### config.mk
export PLATFORM = sky130hd
export DESIGN_NAME = cam_arbiter
export DESIGN_NICKNAME = d
export VERILOG_FILES = /design/src/rtl/cam_arbiter.sv
export SDC_FILE = /design/constraint.sdc
export NUM_CORES = 1
export LEC_CHECK = 0
export BUFFER_PORTS_ARGS = -buffer_cell sky130_fd_sc_hd__buf_4
export CAP_MARGIN = 20
export CORE_ASPECT_RATIO = 1.2
export CORE_MARGIN = 4
export CORE_UTILIZATION = 40
export DETAILED_ROUTE_END_ITERATION = 6
export PLACE_DENSITY = 0.77
export SKIP_LAST_GASP = 1
export SLEW_MARGIN = 20
export SYNTH_ARGS = -nofsm -noshare
export SYNTH_HDL_FRONTEND = slang
export SYNTH_SLANG_ARGS = --single-unit
### constraint.sdc
create_clock -name clk -period 2.32 [get_ports clk]
set_input_delay 0.232 -clock clk [delete_from_list [all_inputs] [get_ports clk]]
set_output_delay 0.232 -clock clk [all_outputs]
set_load 0.005 [all_outputs]
### src/rtl/cam_arbiter.sv
// Round-robin arbiter that shares one CAM among NUM_REQ requesters, one op at a time.
// Optional per-requester grant and search-miss counters when CAM_ARBITER_STATS_EN is defined.
module cam_arbiter #(
    parameter int unsigned NUM_REQ          = 2,
    parameter int unsigned ARRAY_WIDTH_LOG2 = 5,
    parameter int unsigned ARRAY_SIZE_LOG2  = 5,
    localparam int unsigned DW = 1 << ARRAY_WIDTH_LOG2,
    localparam int unsigned IW = ARRAY_SIZE_LOG2
) (
    input  logic                    clk,
    input  logic                    reset_i,
    input  logic [NUM_REQ-1:0]      req_valid_i,
    output logic [NUM_REQ-1:0]      req_ready_o,
    input  logic [2*NUM_REQ-1:0]    req_op_i,
    input  logic [IW*NUM_REQ-1:0]   req_index_i,
    input  logic [DW*NUM_REQ-1:0]   req_data_i,
    output logic [NUM_REQ-1:0]      rsp_valid_o,
    output logic                    rsp_hit_o,
    output logic [DW-1:0]           rsp_data_o,
    output logic [IW-1:0]           rsp_index_o,
    output logic                    cam_read_o,
    output logic                    cam_write_o,
    output logic                    cam_search_o,
    output logic [IW-1:0]           cam_index_o,
    output logic [DW-1:0]           cam_data_o,
    input  logic                    cam_read_valid_i,
    input  logic [DW-1:0]           cam_read_value_i,
    input  logic                    cam_search_valid_i,
    input  logic [IW-1:0]           cam_search_index_i
`ifdef CAM_ARBITER_STATS_EN
    ,
    output logic [16*NUM_REQ-1:0]   grant_cnt_o,
    output logic [15:0]             miss_cnt_o
`endif
);

    localparam int unsigned PW = (NUM_REQ > 1) ? $clog2(NUM_REQ) : 1;
    localparam logic [1:0] OP_READ   = 2'b00;
    localparam logic [1:0] OP_WRITE  = 2'b01;
    localparam logic [1:0] OP_SEARCH = 2'b10;

    typedef enum logic [1:0] {S_IDLE, S_ISSUE, S_WAIT, S_RESP} state_t;

    state_t          state;
    logic [PW-1:0]   ptr;
    logic [PW-1:0]   win;
    logic [PW-1:0]   win_q;
    logic            found;
    logic [1:0]      op_q;
    int unsigned     cand;

    logic [1:0]      op_arr  [NUM_REQ];
    logic [IW-1:0]   idx_arr [NUM_REQ];
    logic [DW-1:0]   dat_arr [NUM_REQ];

    for (genvar g = 0; g < NUM_REQ; g++) begin : g_unpack
        assign op_arr[g]  = req_op_i[2*g +: 2];
        assign idx_arr[g] = req_index_i[IW*g +: IW];
        assign dat_arr[g] = req_data_i[DW*g +: DW];
    end

    // First valid requester at or after the round-robin pointer.
    always_comb begin : rr_pick
        found = 1'b0;
        win   = '0;
        cand  = 0;
        for (int unsigned i = 0; i < NUM_REQ; i++) begin
            cand = 32'(ptr) + i;
            if (cand >= NUM_REQ) cand = cand - NUM_REQ;
            if (!found && req_valid_i[PW'(cand)]) begin
                found = 1'b1;
                win   = PW'(cand);
            end
        end
    end

    assign req_ready_o = (state == S_IDLE && found) ? (NUM_REQ'(1) << win) : '0;

`ifdef CAM_ARBITER_STATS_EN
    logic [15:0] grant_cnt [NUM_REQ];
    for (genvar g = 0; g < NUM_REQ; g++) begin : g_stats
        assign grant_cnt_o[16*g +: 16] = grant_cnt[g];
    end
`endif

    always_ff @(posedge clk or posedge reset_i) begin : fsm
        if (reset_i) begin
            state        <= S_IDLE;
            ptr          <= '0;
            win_q        <= '0;
            op_q         <= '0;
            cam_read_o   <= 1'b0;
            cam_write_o  <= 1'b0;
            cam_search_o <= 1'b0;
            cam_index_o  <= '0;
            cam_data_o   <= '0;
            rsp_valid_o  <= '0;
            rsp_hit_o    <= 1'b0;
            rsp_data_o   <= '0;
            rsp_index_o  <= '0;
`ifdef CAM_ARBITER_STATS_EN
            for (int i = 0; i < NUM_REQ; i++) grant_cnt[i] <= '0;
            miss_cnt_o <= '0;
`endif
        end else begin
            case (state)
                S_IDLE: begin
                    if (found) begin
                        state        <= S_ISSUE;
                        win_q        <= win;
                        op_q         <= op_arr[win];
                        cam_read_o   <= (op_arr[win] == OP_READ);
                        cam_write_o  <= (op_arr[win] == OP_WRITE);
                        cam_search_o <= (op_arr[win] == OP_SEARCH);
                        cam_index_o  <= idx_arr[win];
                        cam_data_o   <= dat_arr[win];
                        ptr          <= (32'(win) == NUM_REQ - 1) ? '0 : win + PW'(1);
`ifdef CAM_ARBITER_STATS_EN
                        if (grant_cnt[win] != 16'hFFFF) grant_cnt[win] <= grant_cnt[win] + 16'd1;
`endif
                    end
                end
                S_ISSUE: begin
                    cam_read_o   <= 1'b0;
                    cam_write_o  <= 1'b0;
                    cam_search_o <= 1'b0;
                    state        <= S_WAIT;
                end
                S_WAIT: begin
                    // CAM result is valid during this cycle; capture it for the response.
                    state       <= S_RESP;
                    rsp_valid_o <= NUM_REQ'(1) << win_q;
                    rsp_hit_o   <= 1'b0;
                    rsp_data_o  <= '0;
                    rsp_index_o <= '0;
                    case (op_q)
                        OP_READ: begin
                            rsp_hit_o  <= cam_read_valid_i;
                            rsp_data_o <= cam_read_value_i;
                        end
                        OP_WRITE:  rsp_hit_o <= 1'b1;
                        OP_SEARCH: begin
                            rsp_hit_o   <= cam_search_valid_i;
                            rsp_index_o <= cam_search_valid_i ? cam_search_index_i : '0;
                        end
                        default: ;
                    endcase
`ifdef CAM_ARBITER_STATS_EN
                    if (op_q == OP_SEARCH && !cam_search_valid_i && miss_cnt_o != 16'hFFFF)
                        miss_cnt_o <= miss_cnt_o + 16'd1;
`endif
                end
                S_RESP: begin
                    state       <= S_IDLE;
                    rsp_valid_o <= '0;
                    rsp_hit_o   <= 1'b0;
                    rsp_data_o  <= '0;
                    rsp_index_o <= '0;
                end
                default: state <= S_IDLE;
            endcase
        end
    end

endmodule

==> results.cfg <==
[setup_path]
critPathMaxFanout = 39
critical_path_buf_inv_count = 4
path_cells = inv_1, ha_1, inv_2, a211oi_4, buf_12, buf_4
path_class = reg2out
startpoint = state[0]
end_kind = output pin
cpPeakStageDelay_ns = 0.41
startpoint_type = register
r2r-start = state[0]
crit_family = buffers and inverters
cp_slowest_cell = dfrtp_1
critical_path_arrival_ns = 1.87
cp.required_ns = 2.09

[synthesis]
avgSynthCellArea_um2 = 13.2
synth_top_area_frac = 0.609
yosysMostFrequentCell = dfrtp_1
synth-edff-count = 0
yosys_warnings = 0
synth_top_cell_by_area = dfrtp_1
synthCells = 267
ys_top_cells_by_area = dfrtp_1 (61%), a22o_1 (19%), a21o_1 (8.3%), buf_2 (1.8%), ha_1 (1.8%)
syn-num-nets = 393
synth_area_um2 = 3530
ys_seq_area_frac = 0.609
ys_ff_latch = 86
dominantRegCellSynth = dfrtp_1
synth_cell_types = 24
synthArstFlopShare = 1.00
yosys-top-cells-count = dfrtp_1 (86), a22o_1 (75), a21o_1 (39)

[clocking]
post-cts-setup-buffers = 0
cts_tree = built
cts_root_buf = clkbuf_8
h-tree-depth = 3
cts_sinks = 86
cts_buffers = 9
clock_latency_ns = 0.35
cts_buffer_depth = 2
clkTransAtPathRegs_ns = 0.09

[sta]
max_slew_margin = 0.705
rsz0062_at_grt = false
maxClockFrequency_mhz = 476
drv_slew = 0
fin_crit_ns = 2.10
setup_viol = 0
worstMarginPinSlew_ns = 0.442
timing.hold.ws_ns = -0.00325
fin_worst_skew_ns = 0.0124
final.period_utilization = 0.905
finalSetupTns_ns = 0
hold_violations = 2

[route]
wire_per_inst_um = 16.4
vias = 3011
first_pass_iters = 4
drt-vias-per-instance = 5.08
drcViolationCount = 0
postRouteWirelength_um = 9730
antenna_left = 0
drt-initial-drc-count = 107

[grt]
grt_pass1_wl_um = 16100
overflow = 0
first_global_vias = 3251
grt_max_degree = 87
grt_usage = 0.193
antenna_found_initial = 0

[floorplanning]
fp.coreArea_um2 = 8610
die_x_um = 93.8
fp.dieArea_um2 = 10400
rows = 37
io_pins = 203
initial_core_util = 0.410
die_y_um = 111

[place]
dpl_cell_area_um2 = 5210
hpwl_um = 7320
gp_congestion = 0.717
portBuffers = 202

[flow_run]
cap_violations = 0

[power]
pwr-share-seq = 0.379
switchingPower_mw = 2.20
power_frac_comb = 0.454
clockPowerShare = 0.167
total_leakage_power_nw = 3.03
p_int_mw = 4.63
swShare = 0.322
irDropWorstVdd_uv = 579
power_density_nw_per_um2 = 1250

[outcome]
violations = negative hold slack
status = complete, but fails checks

[finish]
antenna_cells = 0
nNetsFinal = 597
drive_above_1_share = 0.502
finish.instance_area_um2 = 5460
area_delta_synth_final_pct = 54.7

[min_path]
hold_class = in2async
path summary, 6_finish.rpt:
check | end | slack (ns) | depth (start not counted)
setup / recovery | req_ready_o[0] | 0.22 | 6
hold / removal | cam_data_o[6] | -0.003 | 3
setup reg to reg | cam_search_o | 0.57 | 6
hold reg to reg | rsp_data_o[3] | 0.51 | 1
max in group asynchronous | cam_data_o[18] | 1.97 | 3
min in group clk | cam_data_o[6] | 0.08 | 2
worst min-delay path, cell delays in order:
cell,delay [ns]
buf_4,0.12
clkinvlp_4,0.07
buf_12,0.35
area by class of cell:
class	count	area [um2]
clock inverters	6	85.1
flip-flops and latches	86	2150
repair buffers	212	1640
multi-input cells	156	1280
well taps	117	146
inverters	6	26.3
clock buffers	10	138
fillers	675	3150
cell usage in the layout, fill, tap and decap left out:
cell,count
buf_4,209
inv_2,2
buf_12,2
o21ai_0,6
clkinvlp_4,3
a22o_1,75
nor2_1,7
nor2_4,1
a211oi_4,1
o221a_2,1
nor2_2,2
mux2_2,1
clkinv_2,2
mux2i_1,5
clkbuf_8,10
a32o_1,2
a21o_1,39
o21ai_4,2
nand2_1,5
or3_1,1
nand2b_1,2
bufinv_16,2
dfrtp_1,86
ha_1,5
nor3_1,1
inv_1,3
buf_16,1
metal layers:
| metal | track usage | wire length (um) |
|---|---|---|
| met1 | 0.253 | 3990 |
| met2 | 0.302 | 4510 |
| met3 | 0.0618 | 1080 |
| met4 | 0.0607 | 147 |
| met5 | 0 | 0 |
timing repair:
item,4_1_cts,5_1_grt
endpoints found under the setup margin,0,1
hold buffers,0,0
gates resized for setup,0,1
flip-flops by register name, summed over array words and instances (netlist names):
| name | count |
|---|---|
| state | 2 |
| rsp_index_o | 5 |
| cam_index_o | 5 |
| win_q | 1 |
| cam_write_o | 1 |
| cam_read_o | 1 |
| ptr | 1 |
| op_q | 2 |
| cam_search_o | 1 |
| rsp_data_o | 32 |
| cam_data_o | 32 |
| rsp_valid_o | 2 |
| rsp_hit_o | 1 |
cell families (layout without fill, tap and decap cells):
kind of cell    Yosys count  in the layout  synth area share
compound gates          126            126             0.297
fa+ha+maj                 5              5            0.0177
simple gates             19             19            0.0234
flops                    86             86             0.609
buf+inv                  25            234            0.0354
mux                       6              6            0.0174
power by group through the flow:
stage          logic [mW]  clock network [mW]  registers, mW
6_report             3.10                1.14           2.59
5_1_grt              3.44                1.23           2.68
4_1_cts              3.11                1.17           2.59
3_5_place_dp         3.11                   0           2.59
3_3_place_gp         3.02                   0           2.60
2_1_floorplan        1.58                   0           2.59
through the flow:
step,instances,power (mW),hold slack (ns),setup WS [ns],utilization
after floorplan,267,4.17,0.348,0.773,-
after global placement,576,5.62,0.398,0.508,0.605
after detailed placement,576,5.70,0.407,0.449,0.605
after CTS,592,6.87,0.0194,0.0935,0.631
after global routing,593,7.35,0.0400,0.0770,0.635
final,593,6.83,-0.00325,0.220,0.635
No activity file was read; power rests on OpenSTA's default activity.
